<file path="src/rtl/frame_scheduler.sv">
// frame_scheduler: sequences WS2812B frame transmission for the 8-LED strip.
// It captures a stable 96-bit GRB frame, pulses go to the serializer, waits
// for driverDone (or a timeout) and then holds the line idle for the latch gap.
// Frames come from a periodic refresh tick (when enabled) and from manual
// send requests. Requests that arrive while a frame is in flight collapse
// into a single pending frame.
module frame_scheduler #(
  parameter int LATCH_CYCLES   = 6000,
  parameter int REFRESH_CYCLES = 1666667,
  parameter int TIMEOUT_CYCLES = 32768
) (
  input  logic        clk,
  input  logic        reset,
  input  logic        enable,
  input  logic        sendReq,
  input  logic [95:0] frameData,
  input  logic        driverReady,
  input  logic        driverDone,
  output logic        go,
  output logic [95:0] frameOut,
  output logic        busy,
  output logic [2:0]  step,
  output logic        timeoutErr
);

  // Refresh counter only needs to hold REFRESH_CYCLES-1.
  localparam int REF_W = (REFRESH_CYCLES > 1) ? $clog2(REFRESH_CYCLES) : 1;

  // One counter is shared by the timeout wait and the latch gap, so size it
  // for whichever is longer.
  localparam int CNT_MAX = (TIMEOUT_CYCLES > LATCH_CYCLES) ? TIMEOUT_CYCLES : LATCH_CYCLES;
  localparam int CNT_W   = $clog2(CNT_MAX + 1);

  localparam logic [REF_W-1:0] REF_LAST     = REF_W'(REFRESH_CYCLES - 1);
  localparam logic [CNT_W-1:0] TIMEOUT_LAST = CNT_W'(TIMEOUT_CYCLES - 1);
  localparam logic [CNT_W-1:0] LATCH_LAST   = CNT_W'(LATCH_CYCLES - 1);

  typedef enum logic [1:0] {
    IDLE      = 2'd0,
    START     = 2'd1,
    WAIT_DONE = 2'd2,
    LATCH     = 2'd3
  } stateType;

  stateType         state;
  logic [REF_W-1:0] refCnt;
  logic [CNT_W-1:0] cnt;
  logic             refPend;
  logic             manPend;

  logic tick;
  logic request;
  logic startEntry;

  // The tick is a pure decode of the free-running refresh counter.
  assign tick = (refCnt == REF_LAST);

  // A live request or a remembered one; the live terms let a request that
  // arrives while IDLE start the frame without first going through a flag.
  assign request = refPend | manPend | (tick & enable) | sendReq;

  // The single condition that launches a frame. Pending flags clear on this
  // same edge, which is how a coincident tick/sendReq is absorbed.
  assign startEntry = (state == IDLE) && request && driverReady;

  // Free-running refresh counter, 0..REFRESH_CYCLES-1, active in every state.
  always_ff @(posedge clk) begin
    if (reset) begin
      refCnt <= '0;
    end else if (tick) begin
      refCnt <= '0;
    end else begin
      refCnt <= refCnt + REF_W'(1);
    end
  end

  // Pending-request flags: remember refresh ticks and manual sends until the
  // next frame launch. Launch clears win over a set on the same edge.
  always_ff @(posedge clk) begin
    if (reset) begin
      refPend <= 1'b0;
      manPend <= 1'b0;
    end else begin
      if (!enable || startEntry) begin
        refPend <= 1'b0;
      end else if (tick) begin
        refPend <= 1'b1;
      end

      if (startEntry) begin
        manPend <= 1'b0;
      end else if (sendReq) begin
        manPend <= 1'b1;
      end
    end
  end

  // Frame sequencer with registered outputs: launch, wait for the serializer,
  // then hold the latch gap before accepting the next frame.
  always_ff @(posedge clk) begin
    if (reset) begin
      state      <= IDLE;
      go         <= 1'b0;
      frameOut   <= '0;
      busy       <= 1'b0;
      step       <= '0;
      timeoutErr <= 1'b0;
      cnt        <= '0;
    end else begin
      // go is a strobe; only the IDLE launch raises it for one cycle.
      go <= 1'b0;
      case (state)
        IDLE: begin
          cnt <= '0;
          if (startEntry) begin
            state    <= START;
            go       <= 1'b1;
            busy     <= 1'b1;
            frameOut <= frameData;
          end
        end

        // driverDone is deliberately ignored here: it cannot belong to the
        // frame that has only just been launched.
        START: begin
          state <= WAIT_DONE;
          cnt   <= '0;
        end

        WAIT_DONE: begin
          if (driverDone) begin
            state <= LATCH;
            step  <= step + 3'd1;
            cnt   <= '0;
          end else if (cnt == TIMEOUT_LAST) begin
            // Give up on this frame; the animation step does not advance
            // because the strip never confirmed the frame.
            state      <= LATCH;
            timeoutErr <= 1'b1;
            cnt        <= '0;
          end else begin
            cnt <= cnt + CNT_W'(1);
          end
        end

        LATCH: begin
          if (cnt == LATCH_LAST) begin
            state <= IDLE;
            busy  <= 1'b0;
            cnt   <= '0;
          end else begin
            cnt <= cnt + CNT_W'(1);
          end
        end

        default: begin
          state <= IDLE;
          busy  <= 1'b0;
          cnt   <= '0;
        end
      endcase
    end
  end

endmodule

</file>
<file path="config.mk">
export PLATFORM = sky130hd
export DESIGN_NAME = frame_scheduler
export DESIGN_NICKNAME = d
export VERILOG_FILES = /design/src/rtl/frame_scheduler.sv
export SDC_FILE = /design/constraint.sdc
export NUM_CORES = 1
export LEC_CHECK = 0
export CAP_MARGIN = 20
export CELL_PAD_IN_SITES_DETAIL_PLACEMENT = 0
export CELL_PAD_IN_SITES_GLOBAL_PLACEMENT = 1
export CORE_UTILIZATION = 34
export DETAILED_ROUTE_END_ITERATION = 16
export PLACE_DENSITY_LB_ADDON = 0.1
export SETUP_SLACK_MARGIN = 0.02
export SYNTH_ARGS = -nofsm -noshare
export SYNTH_HDL_FRONTEND = slang
export SYNTH_SLANG_ARGS = --single-unit
</file>
<file path="constraint.sdc">
create_clock -name clk -period 4.2 [get_ports clk]
set_input_delay 0.84 -clock clk [delete_from_list [all_inputs] [get_ports clk]]
set_output_delay 0.84 -clock clk [all_outputs]
set_load 0.02 [all_outputs]
</file>
==> reports/metrics.cfg, run 1 <==
[status]
outcome = finished clean

[die]
die_area_um2 = 16400
die_x_um = 128
num_rows = 45
pin_count = 204
design.core.area_um2 = 15400
start_util = 0.352
die_h_um = 128

[hold_path]
hold_path_class = reg -> reg
hold-path-endpoint = cnt[0]
worstHoldPathCells = 1
hold_start = cnt[0]

[logic_synthesis]
ys_top_cells_by_count = nand2_1 (208), dfxtp_1 (143), a21oi_1 (100)
yosys_warnings = 0
ys_seq_area_frac = 0.529
synth_nets = 771
synth_top_area_frac = 0.529
synth.area.top_cells = dfxtp_1 (53%), nand2_1 (14%), a21oi_1 (9.2%), xnor2_1 (4.4%), nor2_1 (3.7%)
synth.most_common_cell = nand2_1
synthArstFlopShare = 0
synth_cell_types = 37
avgSynthCellArea_um2 = 8.18
synth_top_flop_cell = dfxtp_1
netlist_instances = 662
yosysTopAreaCell = dfxtp_1
synth_area_um2 = 5420
synth-edff-count = 0
synth-seq-cells = 143

[sta]
fin_crit_ps = 2680
hold_viol = 0
worst_pin_slew_ps = 771
fin_tns_setup_ps = 0
relSlewSlack = 0.486
setup-violations-final = 0
max_freq_mhz = 373
finClkSkew_ps = 8.02
fin_crit_sh = 0.638
rsz0062_at_grt = no
drv_slew = 0

[drt]
first_iter_violations = 276
vias = 5035
ant_nets = 0
detail_route.wl_per_cell_um = 14.2
drt_first_pass_iters = 4
via_per_inst = 4.68
remaining_drc_errors = 0
routed_wl_mm = 15.2

[setup_path]
rrSetupSlack_ps = 1760
required_ps = 4530
crit_path_max_fanout = 31
reg2regPathDepth = 7
r2r-end = cnt[6]
worstSetupStartpoint = driverReady
arrival_ps = 3010
timing.rr.start = cnt[0]
critPathCaptureType = flop
start_kind = input pin
worstSetupPathType = in -> reg

[power_and_ir_drop]
p_per_area_nw_per_um2 = 518
power.total_mw = 4.26
p_leak_nw = 2.89
irDropWorstVdd_mv = 0.297

[clock_tree]
clock_latency_ps = 410
post_cts_buffers = 0
cts_tree = built
cts_max_path_buffers = 2
post_cts_resized = 0
cts_buffers = 17
cts-root-buf = clkbuf_16
cts.sinks = 143
htree_num_levels = 4
clk_pin_slew_ps = 60
cts_hold_buffers = 0

[global_route]
grt_usage = 0.190
use_met3 = 0.0701
grt_pass1_vias = 4931
globalRoute.totalOverflow = 0
met1_usage = 0.217
met2_usage = 0.316
antenna_found_initial = 0
grt-busiest-layer = met2
grt_max_degree = 98
grt_pass1_wl_mm = 24.4

[layout]
drive_gt1_frac = 0.0451
multi_input_area_um2 = 2370
nNetsFinal = 962
seqCellArea_um2 = 2860
fin_area_um2 = 8240
fill_cells = 1439
n_antenna_cell = 0
syn_to_final_growth_pct = 52.1

[placement]
dp_hpwl_mm = 10.4
numPortBuffers = 203
dpl_cell_area_um2 = 7620
gp_congestion = 0.735

[job]
maxCapViolations = 0

registers in the layout, indices dropped and copies added (netlist names):
signal,count
frameOut,96
refCnt,21
cnt,16
step,3
state,2
busy,1
go,1
manPend,1
refPend,1
timeoutErr,1
cells in the final DEF (no fill, tap or decap), types with 7 or more instances in the layout:
master / n
nand3_1: 14
ha_1: 7
nand4_1: 8
nor3_1: 9
xnor2_1: 27
nand2_1: 208
nor2_1: 53
xor2_1: 8
dfxtp_1: 143
clkdlybuf4s50_1: 202
clkbuf_16: 17
inv_1: 10
a21oi_1: 100
critical path, cell delays in order:
cell,delay (ps)
clkdlybuf4s50_1,610
nand3_1,120
nor3_1,410
a32o_4,460
buf_4,330
nand2_1,90
a21oi_1,140
power breakdown:
group	total (mW)	switching (mW)	leakage [nW]	internal [mW]
combinational	1.11	0.614	1.42	0.492
clock	1.55	0.549	0.302	1.00
sequential	1.61	0.0838	1.16	1.52
routing by layer:
layer	wire [um]	vias up	part of all wire
li1	-	2546	-
met1	6640	2292	0.44
met2	7080	173	0.46
met3	1180	24	0.077
met4	343	0	0.023
met5	0	-	0
how the worst max path moves through the flow:
stage	slack (ps)	end
6_report	1520	frameOut[93]
5_1_grt	1360	frameOut[69]
4_1_cts	1500	cnt[6]
3_5_place_dp	1090	frameOut[93]
3_3_place_gp	1180	frameOut[88]
2_1_floorplan	1930	frameOut[10]
area by class of cell:
cell class | count | area share
Multi-Input combinational cell | 473 | 0.288
Inverter | 10 | 0.00456
Clock inverter | 6 | 0.0128
Clock buffer | 24 | 0.0609
Tap cell | 211 | 0.0321
Sequential cell | 143 | 0.348
Timing Repair Buffer | 208 | 0.254
kinds of logic (layout without fill, tap and decap cells):
group           count (synthesis)  count (layout)  share of synthesized area
fa+ha+maj                       7               7                     0.0162
xor+xnor                       35              35                     0.0566
compound gates                110             110                      0.108
flops                         143             143                      0.529
buf+inv                        46             248                     0.0388
simple gates                  321             321                      0.252
stage by stage:
stage | worst slack, ps | hold slack [ps] | util | std cells
after detailed placement | 1090 | 437 | 0.496 | 1044
after global placement | 1180 | 427 | 0.496 | 1044
after global routing | 1360 | 458 | 0.536 | 1075
after floorplan | 1930 | 413 | - | 662
final | 1520 | 437 | 0.536 | 1075
after CTS | 1500 | 445 | 0.535 | 1074
Power figures use the tool's default switching activity.
==> run 2: changes to the inputs <==
- CORE_UTILIZATION: 34 -> 28
- clock period: 4.2 -> 2.28 ns (I/O delays scaled with it)
==> reports/metrics.cfg, run 2 (synthesized netlist as in run 1, its figures left out) <==
[status]
outcome = finished clean

[clock_tree]
cts_max_path_buffers = 2  ; unchanged
clk_pin_slew_ps = 60  ; about the same
cts-root-buf = clkbuf_16
cts_tree = built
cts_buffers = 17  ; unchanged
htree_num_levels = 4  ; unchanged
cts_hold_buffers = 0  ; unchanged
clock_latency_ps = 420  ; about the same
cts.sinks = 143  ; unchanged

[layout]
fill_cells = 1854  ; +29%
syn_to_final_growth_pct = 58.8
final_common_cell = nand2_1
top_regs = frameOut x96, refCnt x21, cnt x16
drive_gt1_frac = 0.0722  ; +0.0271
top_register = frameOut
n_antenna_cell = 0  ; unchanged
stdcell_count = 1146  ; +6.6%
largest_reg_flops = 96  ; unchanged
layout_common_cells = nand2_1 (208), clkdlybuf4s50_1 (202), dfxtp_1 (143)
nNetsFinal = 984  ; +2.3%
fin_area_um2 = 8600  ; +4.4%
final_util = 0.457  ; -0.0791

[setup_path]
max_stage_delay_ps = 580  ; -30 ps
critPathCaptureType = flop
worstSetupPathType = reg -> reg
worstPathCellList = or4b_1 -> nor3_4 -> a41oi_1 -> or4_1 -> o31ai_1
arrival_ps = 2440  ; -570 ps
crit_path_max_fanout = 5  ; -84%
required_ps = 2610  ; -1920 ps
rrSetupSlack_ps = 170  ; -1590 ps
timing.rr.start = refCnt[17]
cp_slowest_cell = or4b_1
r2r-end = state[1]
reg2regPathDepth = 5  ; -2
path_buf_inv = 0  ; -2
crit_family = simple AND/OR/NAND/NOR gates
start_kind = flop

[power_and_ir_drop]
p_per_area_nw_per_um2 = 951  ; +84%
pwr-share-comb = 0.277  ; +0.018
p_switching_mw = 2.38  ; +91%
irDropWorstVdd_mv = 0.528  ; +78%
internal_power_mw = 5.80  ; +92%
p_clk_frac = 0.361  ; -0.003
p_leak_nw = 3.03  ; +5.1%
seq_power_share = 0.362  ; -0.014
swShare = 0.291  ; -0.00123

[placement]
dp_hpwl_mm = 11.5  ; +12%
gp_congestion = 0.730  ; -0.67%
dpl_cell_area_um2 = 7950  ; +4.4%
place_inst = 1114  ; +6.7%
numPortBuffers = 203  ; unchanged

[global_route]
globalRoute.totalOverflow = 0  ; unchanged
grt_usage = 0.163  ; -0.0275
grt_max_degree = 80  ; -18%
grt_pass1_vias = 5050  ; +2.4%
grt_pass1_wl_mm = 25.3  ; +3.9%
antenna_found_initial = 0  ; unchanged

[die]
design.core.area_um2 = 18800  ; +23%
die_h_um = 141  ; +10%
num_rows = 50  ; +11%
die_x_um = 141  ; +10%
die_area_um2 = 19900  ; +21%
pin_count = 204  ; unchanged
start_util = 0.288  ; -0.0647

[sta]
fin_crit_sh = 0.925
fin_crit_ps = 2110
setup-violations-final = 0  ; unchanged
relSlewSlack = 0.568  ; +0.0813
max_freq_mhz = 474
hold_viol = 0  ; unchanged
drv_slew = 0  ; unchanged
finClkSkew_ps = 10.7  ; +2.64 ps
rsz0062_at_grt = no
fin_tns_setup_ps = 0  ; unchanged
worst_pin_slew_ps = 649  ; -122 ps

[hold_path]
worstHoldPathCells = 2  ; +1
hold-path-endpoint = frameOut[84]
hold_start = reset
hold_path_class = in -> reg

[drt]
ant_nets = 0  ; unchanged
drt_first_pass_iters = 4  ; unchanged
via_per_inst = 4.44  ; -5.2%
detail_route.wl_per_cell_um = 13.7  ; -3.2%
first_iter_violations = 193  ; -30%
routed_wl_mm = 15.7  ; +3.2%
vias = 5087  ; +1.0%
remaining_drc_errors = 0  ; unchanged

[job]
maxCapViolations = 0  ; unchanged

-- run 2: cell count changes in the layout (fill, tap and decap cells not counted), sizes merged --
| cell | delta |
|---|---|
| buf | +22 |
| bufinv | +1 |
| clkbuf | -4 |
| clkinvlp | +3 |
-- run 2: power by group through the flow --
stage / clock [mW] / combinational (mW) / sequential [mW]
after floorplan: 0 / 0.763 / 3.34
after global placement: 0 / 2.27 / 3.00
after detailed placement: 0 / 2.30 / 3.02
after CTS: 3.05 / 2.31 / 2.96
after global routing: 3.16 / 2.47 / 3.00
final: 2.96 / 2.27 / 2.96
-- run 2: through the flow --
stage / worst slack [ps] / hold slack (ps) / power (mW)
detailed placement: -91.9 / 440 / 5.32
finish: 171 / 425 / 8.18
floorplan: 316 / 413 / 4.10
CTS: 133 / 419 / 8.32
global placement: -8.46 / 434 / 5.28
global route: 34.0 / 433 / 8.63
-- run 2: cell type report --
type | count | area [um^2] | share of cell area
inverters | 10 | 37.5 | 0.00436
multi-input cells | 473 | 2380 | 0.276
well taps | 260 | 325 | 0.0378
clock buffers | 20 | 467 | 0.0543
clock inverters | 10 | 161 | 0.0188
repair buffers | 230 | 2370 | 0.276
flip-flops and latches | 143 | 2860 | 0.333
-- run 2: metal layers --
layer	up-vias	part of all wire	global-route usage
li1	2596	-	-
met1	2311	0.44	0.190
met2	158	0.48	0.271
met3	22	0.062	0.0520
met4	0	0.022	0.0744
met5	-	0	0
-- run 2: how the worst max path moves through the flow --
stage,startpoint,depth (start not counted),slack (ps),to
final,refCnt[17],5,170,state[1]
after CTS,refCnt[17],5,130,state[1]
after floorplan,cnt[0],7,320,cnt[10]
after global placement,cnt[0],6,-8,cnt[13]
after detailed placement,cnt[0],6,-90,cnt[9]
after global routing,refCnt[17],5,30,state[1]
-- run 2: what timing repair did --
| action | CTS | global route |
|---|---|---|
| resized for setup | 1 | 0 |
| pin swaps | 0 | 1 |
| endpoints found under the setup margin | 16 | 1 |
| setup buffers | 0 | 2 |
==> run 3: changes to the inputs <==
- CTS_CLUSTER_SIZE: default -> 20
==> results of run 3 <==
Same layout as run 2: the final DEF is identical, and so are final timing and power.
